**src/rtl/even_parity_checker_rx_if.sv**
```systemverilog
// Bundle for the even-parity serial receiver: serial bit strobe in, word and status out.
// master = bit source / word consumer, slave = receiver.
interface even_parity_checker_rx_if #(
  parameter int DATA_W = 8,
  parameter int CNT_W  = 8
);
  logic              din;
  logic              din_valid;
  logic [DATA_W-1:0] data_out;
  logic              out_valid;
  logic              parity_err;
  logic              frame_err;
  logic              busy;
  logic [CNT_W-1:0]  err_count;

  modport master (
    output din, din_valid,
    input  data_out, out_valid, parity_err, frame_err, busy, err_count
  );

  modport slave (
    input  din, din_valid,
    output data_out, out_valid, parity_err, frame_err, busy, err_count
  );
endinterface

```
**src/rtl/even_parity_checker_rx.sv**
```systemverilog
// Even-parity serial frame receiver: start, DATA_W data bits LSB first, parity, stop.
// Optional saturating parity-error counter enabled by defining PARITY_ERR_CNT_EN.
//
//  state  | meaning
//  IDLE   | waiting for a start bit (din=0 strobe); din=1 strobes ignored
//  DATA   | collecting data bits into shift_q[cnt_q], accumulating parity
//  PARITY | folding the received parity bit into the running parity
//  STOP   | sampling stop bit; publishes word and status on this strobe
module even_parity_checker_rx #(
  parameter int DATA_W = 8,
  parameter int CNT_W  = 8
) (
  input  logic                  clk,
  input  logic                  rst,
  even_parity_checker_rx_if.slave rx
);
  localparam int IDX_W = (DATA_W > 1) ? $clog2(DATA_W) : 1;
  localparam logic [IDX_W-1:0] LAST_IDX = IDX_W'(DATA_W - 1);

  typedef enum logic [1:0] {
    IDLE   = 2'd0,
    DATA   = 2'd1,
    PARITY = 2'd2,
    STOP   = 2'd3
  } state_t;

  state_t            state_q, state_d;
  logic [IDX_W-1:0]  cnt_q, cnt_d;
  logic [DATA_W-1:0] shift_q, shift_d;
  logic              run_par_q, run_par_d;
  logic              par_calc_q, par_calc_d;
  logic [DATA_W-1:0] data_out_q, data_out_d;
  logic              out_valid_q, out_valid_d;
  logic              parity_err_q, parity_err_d;
  logic              frame_err_q, frame_err_d;
  logic              busy;
  logic              stop_hit;

  assign stop_hit = (state_q == STOP) && rx.din_valid;

  // state register
  always_ff @(posedge clk or posedge rst) begin
    if (rst) state_q <= IDLE;
    else     state_q <= state_d;
  end

  // next-state logic
  always_comb begin
    state_d = state_q;
    if (rx.din_valid) begin
      unique case (state_q)
        IDLE:    if (!rx.din) state_d = DATA;
        DATA:    if (cnt_q == LAST_IDX) state_d = PARITY;
        PARITY:  state_d = STOP;
        STOP:    state_d = IDLE;
        default: state_d = IDLE;
      endcase
    end
  end

  // FSM outputs
  always_comb begin
    busy = (state_q != IDLE);
  end

  // datapath next values
  always_comb begin
    cnt_d        = cnt_q;
    shift_d      = shift_q;
    run_par_d    = run_par_q;
    par_calc_d   = par_calc_q;
    data_out_d   = data_out_q;
    out_valid_d  = 1'b0;
    parity_err_d = parity_err_q;
    frame_err_d  = frame_err_q;
    if (rx.din_valid) begin
      unique case (state_q)
        IDLE: begin
          if (!rx.din) begin
            cnt_d     = '0;
            run_par_d = 1'b0;
          end
        end
        DATA: begin
          shift_d[cnt_q] = rx.din;
          run_par_d      = run_par_q ^ rx.din;
          cnt_d          = cnt_q + 1'b1;
        end
        PARITY: begin
          par_calc_d = run_par_q ^ rx.din;
        end
        STOP: begin
          data_out_d   = shift_q;
          parity_err_d = par_calc_q;
          frame_err_d  = ~rx.din;
          out_valid_d  = 1'b1;
        end
        default: ;
      endcase
    end
  end

  always_ff @(posedge clk or posedge rst) begin
    if (rst) begin
      cnt_q        <= '0;
      shift_q      <= '0;
      run_par_q    <= 1'b0;
      par_calc_q   <= 1'b0;
      data_out_q   <= '0;
      out_valid_q  <= 1'b0;
      parity_err_q <= 1'b0;
      frame_err_q  <= 1'b0;
    end else begin
      cnt_q        <= cnt_d;
      shift_q      <= shift_d;
      run_par_q    <= run_par_d;
      par_calc_q   <= par_calc_d;
      data_out_q   <= data_out_d;
      out_valid_q  <= out_valid_d;
      parity_err_q <= parity_err_d;
      frame_err_q  <= frame_err_d;
    end
  end

`ifdef PARITY_ERR_CNT_EN
  logic [CNT_W-1:0] err_cnt_q, err_cnt_d;

  // updates on the same edge as out_valid so the count is current with the pulse
  always_comb begin
    err_cnt_d = err_cnt_q;
    if (stop_hit && par_calc_q && (err_cnt_q != {CNT_W{1'b1}}))
      err_cnt_d = err_cnt_q + 1'b1;
  end

  always_ff @(posedge clk or posedge rst) begin
    if (rst) err_cnt_q <= '0;
    else     err_cnt_q <= err_cnt_d;
  end

  assign rx.err_count = err_cnt_q;
`else
  logic unused_stop_hit;
  assign unused_stop_hit = stop_hit;
  assign rx.err_count    = {CNT_W{1'b0}};
`endif

  assign rx.data_out   = data_out_q;
  assign rx.out_valid  = out_valid_q;
  assign rx.parity_err = parity_err_q;
  assign rx.frame_err  = frame_err_q;
  assign rx.busy       = busy;
endmodule

```
**src/flat_wrapper.sv**
```systemverilog
// flat-port wrapper written by rule: the top's interface ports become plain ports
module even_parity_checker_rx_flat 
#(
  parameter int DATA_W = 8,
  parameter int CNT_W  = 8
)
  (clk, rst, rx_din, rx_din_valid, rx_data_out, rx_out_valid, rx_parity_err, rx_frame_err, rx_busy, rx_err_count);
  even_parity_checker_rx_if #(.DATA_W(DATA_W), .CNT_W(CNT_W)) rx_i ();
  input  logic clk;
  input  logic rst;
  input wire logic [$bits(rx_i.din)-1:0] rx_din;
  input wire logic [$bits(rx_i.din_valid)-1:0] rx_din_valid;
  output wire logic [$bits(rx_i.data_out)-1:0] rx_data_out;
  output wire logic [$bits(rx_i.out_valid)-1:0] rx_out_valid;
  output wire logic [$bits(rx_i.parity_err)-1:0] rx_parity_err;
  output wire logic [$bits(rx_i.frame_err)-1:0] rx_frame_err;
  output wire logic [$bits(rx_i.busy)-1:0] rx_busy;
  output wire logic [$bits(rx_i.err_count)-1:0] rx_err_count;
  assign rx_i.din = rx_din;
  assign rx_i.din_valid = rx_din_valid;
  assign rx_data_out = rx_i.data_out;
  assign rx_out_valid = rx_i.out_valid;
  assign rx_parity_err = rx_i.parity_err;
  assign rx_frame_err = rx_i.frame_err;
  assign rx_busy = rx_i.busy;
  assign rx_err_count = rx_i.err_count;
  even_parity_checker_rx #(.DATA_W(DATA_W), .CNT_W(CNT_W)) u_core (.clk(clk), .rst(rst), .rx(rx_i));
endmodule
```
**config.mk**
```make
export PLATFORM = sky130hd
export DESIGN_NAME = even_parity_checker_rx_flat
export DESIGN_NICKNAME = d
export VERILOG_FILES = /design/src/rtl/even_parity_checker_rx_if.sv /design/src/rtl/even_parity_checker_rx.sv /design/src/flat_wrapper.sv
export SDC_FILE = /design/constraint.sdc
export NUM_CORES = 1
export LEC_CHECK = 0
export ABC_AREA = 1
export BUFFER_PORTS_ARGS = -buffer_cell sky130_fd_sc_hd__buf_2
export CAP_MARGIN = 40
export CORE_MARGIN = 2
export CORE_UTILIZATION = 53
export CTS_BUF_LIST = sky130_fd_sc_hd__clkbuf_4 sky130_fd_sc_hd__clkbuf_8 sky130_fd_sc_hd__clkbuf_16
export CTS_CLUSTER_SIZE = 14
export DETAILED_ROUTE_END_ITERATION = 6
export PLACE_DENSITY = 0.73
export SLEW_MARGIN = 10
export SYNTH_ARGS = -nofsm -noshare
export SYNTH_HDL_FRONTEND = slang
export SYNTH_SLANG_ARGS = --single-unit
```
**constraint.sdc**
```tcl
create_clock -name clk -period 1.7 [get_ports clk]
set_clock_uncertainty 0.15 [all_clocks]
set_input_delay 0.17 -clock clk [delete_from_list [all_inputs] [get_ports clk]]
set_output_delay 0.17 -clock clk [all_outputs]
set_load 0.1 [all_outputs]
```
Word-level counts from Yosys, hierarchy flattened
Cells that the tools add are included.

storage, ports and cells
  register bits after elaboration = 26
  output and inout port bits = 20
  word-level logic and storage cells = 41

cells by class
  $add $sub $neg = 1
  order comparisons = 2
  eq/ne operators = 6
  mux-type cells = 12
  bitwise gates (word level) = 2
  reductions and logical operators = 9

operator list
  cell                                                                                 count
  8-bit bitwise mux                                                                    1
  2-bit one-hot mux with 4 select lines                                                1
  3-bit one-hot mux with 2 select lines                                                1
  2-bit AND reduction                                                                  3
  3-bit AND reduction                                                                  2
  2-bit equality test, second input constant                                           2
  3-bit by 4-bit less-than comparator with 1-bit output, second input constant         1
  1-bit 2-to-1 mux                                                                     4
  2-bit 2-to-1 mux                                                                     2
  2-bit nonzero test                                                                   2
  3-bit by 1-bit adder with 3-bit output, second input constant                        1
  1-bit demux with 3-bit select                                                        1
  3-bit equality test, second input constant                                           1
  3-bit by 1-bit greater-or-equal comparator with 1-bit output, second input constant  1
  3-bit 2-to-1 mux                                                                     1
  2-bit by 1-bit equality test with 1-bit output, second input constant                1
  2-bit zero test                                                                      1
  2-bit by 1-bit != test with 1-bit output, second input constant                      1
  2-bit != test, second input constant                                                 1
  1-bit one-hot mux with 2 select lines                                                1
  1-bit logical AND                                                                    1
  1-bit inverter                                                                       1
  1-bit bitwise XOR                                                                    1

Depth between registers and ports, before layout
Gate-level depths: netlist of run 1.

  depth in word-level cells = 5
  depth in mapped cells = 7
  mapped depth without buffers = 7

Least setup slack after synthesis of run 1
Ideal clock, no wire load.

  kind = register -> register
  start = register u_core.state_q[0]
  end = register u_core.cnt_q[0]
  library setup time = 0.065 ns
  data arrival time = 1.593 ns
  required time = 1.485 ns
  path slack = -0.108 ns
  stages on the path, launching flop included = 8
  path buffers = 0
  clock period less this slack = 1.808 ns
  cells stage by stage = dfrtp_1 > inv_1 > ha_1 > inv_1 > nand2_1 > nand3_1 > nand2_1 > nand2_1

between the ends
  cells in the longest elaborated chain, start to end = 3
  elaborated cells between the ends (all ways) = 6

ends and longest elaborated chain
  element                                                                            RTL line                       RTL
  from (decl)                                                                        even_parity_checker_rx.sv:27   state_t state_q, state_d;
  from (signal assigned)                                                             even_parity_checker_rx.sv:44   else state_q <= state_d;
  2-bit by 1-bit equality test with 1-bit output or 2-bit zero test (tied branches)  even_parity_checker_rx.sv:77   unique case (state_q)
  2-bit nonzero test (no source line) or 2-bit != test (tied branches)               --
  3-bit AND reduction (no source line)                                               --
  to (signal assigned)                                                               even_parity_checker_rx.sv:114  cnt_q <= cnt_d;
  to (decl)                                                                          even_parity_checker_rx.sv:28   logic [IDX_W-1:0] cnt_q, cnt_d;

Several ways; a longest one is shown, not always the timed one.
A chain may end at the register's enable or synchronous reset.

Worst setup path in the final report of run 1
  start = register u_core.state_q[1]
  end = output rx_busy

between the ends
  cells in the longest elaborated chain, start to end = 1

ends and longest elaborated chain
  element             RTL line                      RTL
  2-bit nonzero test  even_parity_checker_rx.sv:63  busy = (state_q != IDLE);
  to (decl)           flat_wrapper.sv:17            output wire logic [$bits(rx_i.busy)-1:0] rx_busy;

No other way between the ends.

==> impl_metrics.yaml, run 1 <==
run_status:
  status: "complete, no violations"
timing:
  fin_tns_setup_ns: 0
  finalCritPeriodShare: 0.955
  max_freq_mhz: 616
  finalWorstSetupSlack_ns: 0.0770
  maxSlewViolCount: 0
  rsz0062_at_grt: "false"
  timing.hold.ws_ns: 0.0481
  period_needed_ns: 1.62
  setup_viol: 0
  hold_viol: 0
synthesis:
  synth.distinct_cells: 14
  yosys-top-cells-count: "73 x nand2_1, 26 x dfrtp_1, 18 x inv_1, 13 x nand3_1, 9 x buf_4"
  ys_seq_elements: 26
  syn_area_per_cell_um2: 8.05
  yosysSeqAreaShare: 0.508
  syn_inst: 159
  synth_edf_count: 0
  synthArstFlopShare: 1.00
  ys_top_cells_by_area: "dfrtp_1 51%, nand2_1 21%, ha_1 5.9%"
  synth_most_common_cell: "nand2_1"
  yosysTopAreaCellShare: 0.508
  synthFlopType: "dfrtp_1"
  synth.cell_area_um2: 1280
  yosys_warnings: 0
  synth.largest_area_cell: "dfrtp_1"
cells_and_area:
  finalCoreUtilization: 0.646
  drive_above_1_share: 0.167
  multi_input_area_um2: 529
  register_area_um2: 651
  nNetsFinal: 191
  fillers: 209
  diodes: 0
  area.growth.synth_to_final_pct: 13.8
floorplan:
  start_util: 0.568
  die-area_um2: 2820
  fp-row-count: 17
  coreArea_um2: 2250
  die_x_um: 53.1
  ios: 24
  dieHeight_um: 53.1
clock_network:
  numCtsBuffers: 3
  tritoncts: "yes"
  clockBufferDepth: 2
  clk_pin_slew_ns: 0.13
  numClockSinks: 26
  clkLatencyLatePin_ns: 0.31
  cts_max_level: 1
  cts_root_buf: "clkbuf_4"
grt:
  grt_pass1_vias: 895
  overflow: 0
  track_usage: 0.185
  grt_pass1_wl_mm: 3.80
  grt_max_degree: 27
  grt_antenna_before_repair: 0
placed_design:
  dpl.hpwl_mm: 1.68
  place_congestion: 0.797
  dp_worst_setup_slack_ns: 0.209
  io_buffers: 15
routing:
  dr.first_iter.drc_count: 9
  vias: 969
  postRouteAntennaNets: 0
  vias_per_cell: 4.66
  wl_per_cell_um: 11.2
  drc: 0
  firstDrtPassIters: 4
  totalWireLength_mm: 2.32
setup_path:
  path_class: "flip-flop to output port"
  cp_max_fo: 3
  cp_data_arrival_time_ns: 1.30
  crit_required_ns: 1.38
  start_kind: "flip-flop"
  cp-end-kind: "output port"
job:
  maxCapViolCount: 0
worst_hold_path:
  hp-class: "primary input to flip-flop"
[worst max-delay path, cell delays in order (launching register included)]
cell and delay, ns:
dfrtp_1 0.41, inv_1 0.13, ha_4 0.18, clkinvlp_4 0.10
buf_12 0.17
[final timing paths]
check / from / endpoint / slack [ns] / cells after the start
max: u_core.state_q[1]$_DFFE_PP0P_ / rx_busy / 0.08 / 4
min in group asynchronous: rst / u_core.rx.data_out[1]$_DFFE_PP0P_ / 0.28 / 4
max in group asynchronous: rst / u_core.shift_q[6]$_DFFE_PP0P_ / 0.88 / 4
min reg2reg: u_core.shift_q[3]$_DFFE_PP0P_ / u_core.rx.data_out[3]$_DFFE_PP0P_ / 0.33 / 2
max reg2reg: u_core.state_q[1]$_DFFE_PP0P_ / u_core.shift_q[2]$_DFFE_PP0P_ / 0.19 / 7
min: rx_din / u_core.rx.frame_err$_DFFE_PP0P_ / 0.05 / 2
[state kept, by name, summed over array words and instances (netlist names)]
signal and count:
u_core.rx.out_valid 1, u_core.run_par_q 1, u_core.rx.parity_err 1, u_core.rx.data_out 8
u_core.state_q 2, u_core.par_calc_q 1, u_core.shift_q 8, u_core.cnt_q 3
u_core.rx.frame_err 1
[metrics by stage]
step | instance area, um2 | std cells
2_1_floorplan | 1320 | 166
3_3_place_gp | 1390 | 201
3_5_place_dp | 1390 | 201
4_1_cts | 1440 | 207
5_1_grt | 1460 | 208
6_report | 1460 | 208
[placed cells by master (no fill, tap or decap), drive strengths merged]
master       Yosys  final
nor2             3      3
clkbuf           0      4
or2              1      1
inv             18     17
ha               6      6
dlygate4sd3      0      1
dfrtp           26     26
conb             1      8
buf             10     19
o21ai            7      7
clkinvlp         0      1
clkinv           1      1
nand2           73     73
nand3           13     13
[layout make-up]
class	count	share of cell area
Clock buffer	4	0.0249
Inverter	19	0.0515
Multi-Input combinational cell	111	0.363
Sequential cell	26	0.447
Tap cell	28	0.0241
Timing Repair Buffer	20	0.0893
[cell families (layout without fill, tap and decap cells)]
logic type / count (synthesis) / after routing / synth area share
buffers and inverters: 29 / 43 / 0.112
DFF: 26 / 26 / 0.508
other: 1 / 8 / 0.00293
AOI/OAI and AO/OA: 7 / 7 / 0.0332
adders and majority gates: 6 / 6 / 0.0586
and+or+nand+nor: 90 / 90 / 0.284
[timing repair]
action,CTS,global route
hold buffers,1,0
resized for setup,0,1
endpoints found under the hold margin,26,0
gates cloned,0,0
setup buffers,1,1
setup endpoints to repair,1,1
[layer usage]
layer | track usage | part of all wire | up-vias
li1 | - | - | 508
met1 | 0.238 | 0.46 | 437
met2 | 0.313 | 0.49 | 20
met3 | 0.0254 | 0.042 | 4
met4 | 0.0769 | 0.013 | 0
met5 | 0 | 0 | -
Power of run 1 is not shown: default switching activity piles up to over one toggle a cycle in this logic, so the estimate is an artifact.
==> run 2: changes to the inputs <==
--- a/config.mk
+++ b/config.mk
@@ -9,11 +9,11 @@
 export BUFFER_PORTS_ARGS = -buffer_cell sky130_fd_sc_hd__buf_2
 export CAP_MARGIN = 40
 export CORE_MARGIN = 2
-export CORE_UTILIZATION = 53
+export CORE_UTILIZATION = 56
 export CTS_BUF_LIST = sky130_fd_sc_hd__clkbuf_4 sky130_fd_sc_hd__clkbuf_8 sky130_fd_sc_hd__clkbuf_16
 export CTS_CLUSTER_SIZE = 14
 export DETAILED_ROUTE_END_ITERATION = 6
-export PLACE_DENSITY = 0.73
+export PLACE_DENSITY = 0.76
 export SLEW_MARGIN = 10
 export SYNTH_ARGS = -nofsm -noshare
 export SYNTH_HDL_FRONTEND = slang
==> constraint.sdc (replaced) <==
create_clock -name clk -period 1.9 [get_ports clk]
set_clock_uncertainty 0.15 [all_clocks]
set_input_delay 0.19 -clock clk [delete_from_list [all_inputs] [get_ports clk]]
set_output_delay 0.19 -clock clk [all_outputs]
set_load 0.05 [all_outputs]
==> run 2 against run 1 <==
Net effect:
- critical path depth did not move
- worst hold slack improved by 0.0043 ns
- non-clock buffer count fell by 2
- final area fell by 3.5%
- flip-flop and latch count did not move
- via count fell by 0.72%
- first-iteration DRC count rose by 89%
- setup slack improved by 0.085 ns
==> impl_metrics.yaml, run 2 (synthesized netlist as in run 1, its figures left out) <==
routing:
  vias: 962
  postRouteAntennaNets: 0
  drc: 0
  totalWireLength_mm: 2.13
  wl_per_cell_um: 10.4
  dr.first_iter.drc_count: 17
  firstDrtPassIters: 4
  vias_per_cell: 4.67
timing:
  timing.hold.ws_ns: 0.0524
  fin_tns_setup_ns: 0
  maxSlewViolCount: 0
  finalCritPeriodShare: 0.915
  hold_viol: 0
  setup_viol: 0
  rsz0062_at_grt: "false"
  period_needed_ns: 1.74
  max_freq_mhz: 575
cells_and_area:
  nNetsFinal: 189
  area.growth.synth_to_final_pct: 9.78
  final_common_cell: "nand2_1"
  drive_above_1_share: 0.140
  instances_no_fill: 206
  diodes: 0
  finish.instance_area_um2: 1410
  final_cell_mix: "73 x nand2_1, 26 x dfrtp_1, 18 x inv_1"
floorplan:
  start_util: 0.584
  die-area_um2: 2680
  ios: 24
  die_x_um: 51.8
  fp-row-count: 17
  dieHeight_um: 51.8
  coreArea_um2: 2190
setup_path:
  path_class: "flip-flop to output port"
  crit_required_ns: 1.56
  critPathBufInv: 3
  start_kind: "flip-flop"
  cp_max_fo: 4
  crit_slowest_cell: "dfrtp_1"
  slowest_delay_ns: 0.43
  cp-end-kind: "output port"
  critPathMostFrequentCell: "inv_1"
  cp_top_family: "flip-flops"
  worstPathCellList: "inv_1, ha_1, inv_1, buf_2"
  cp_data_arrival_time_ns: 1.40
clock_network:
  clk_pin_slew_ns: 0.13
  cts_root_buf: "clkbuf_4"
  postCtsResizedCells: 0
  clockBufferDepth: 2
  tritoncts: "yes"
  numClockSinks: 26
  cts_max_level: 1
  hold_buffers: 1
  postCtsSetupBuffers: 0
  numCtsBuffers: 3
  clkLatencyLatePin_ns: 0.32
pwr:
  power_density_nw_per_um2: 1510
  p_total_mw: 2.12
  p_leak_nw: 0.866
  peakVddDrop_v: 0.000880
job:
  maxCapViolCount: 0
run_status:
  status: "complete, no violations"
grt:
  track_usage: 0.194
  overflow: 0
  grt_pass1_wl_mm: 3.78
  grt_pass1_vias: 889
  grt_max_degree: 27
  grt_antenna_before_repair: 0
placed_design:
  dpl.cell_count: 201
  io_buffers: 15
  place_area_um2: 1360
  dpl.hpwl_mm: 1.60
  place_congestion: 0.813
worst_hold_path:
  hp-class: "primary input to flip-flop"
[run 2: cell count changes in the layout (fill, tap and decap cells not counted)]
cell	before	now
inv_1	17	18
clkinvlp_4	1	0
buf_12	1	0
nand3_2	1	0
ha_4	1	0
nand3_1	12	13
ha_1	5	6
buf_4	4	2
buf_2	14	15
[run 2: final cells by class]
type,instances,area (um2)
Fill cell,205,786
Sequential cell,26,651
Multi-Input combinational cell,111,512
Timing Repair Buffer,18,100
Inverter,19,71.3
Clock buffer,4,36.3
Tap cell,28,35.0
[run 2: report_power, final]
part	switching, mW	total, mW	internal, mW
sequential	0.129	0.867	0.738
clock	0.157	0.275	0.117
combinational	0.722	0.982	0.260
[run 2: through the flow]
| stage | util | setup slack (ns) |
|---|---|---|
| after floorplan | - | 0.404 |
| after global placement | 0.620 | 0.507 |
| after detailed placement | 0.620 | 0.433 |
| after CTS | 0.641 | 0.144 |
| after global routing | 0.641 | 0.0946 |
| final | 0.641 | 0.162 |
[run 2: metal layers]
| layer | part of all wire | global-route usage | routed length (um) |
|---|---|---|---|
| met5 | 0 | 0 | 0 |
| met4 | 0.024 | 0.105 | 51 |
| met3 | 0.032 | 0.0259 | 68 |
| met2 | 0.47 | 0.323 | 999 |
| met1 | 0.48 | 0.244 | 1020 |
[run 2: path summary, 6_finish.rpt]
| check | startpoint | endpoint | slack, ns | cells after the start |
|---|---|---|---|---|
| worst min-delay path | rx_din | u_core.rx.frame_err$_DFFE_PP0P_ | 0.05 | 2 |
| worst min register to register | u_core.shift_q[5]$_DFFE_PP0P_ | u_core.rx.data_out[5]$_DFFE_PP0P_ | 0.34 | 2 |
| worst max register to register | u_core.state_q[1]$_DFFE_PP0P_ | u_core.shift_q[7]$_DFFE_PP0P_ | 0.41 | 6 |
| worst max-delay path | u_core.state_q[0]$_DFFE_PP0P_ | rx_busy | 0.16 | 4 |
| min in group asynchronous | rst | u_core.rx.data_out[7]$_DFFE_PP0P_ | 0.29 | 4 |
| max in group asynchronous | rst | u_core.rx.data_out[1]$_DFFE_PP0P_ | 1.07 | 4 |
Power figures use the tool's default switching activity.
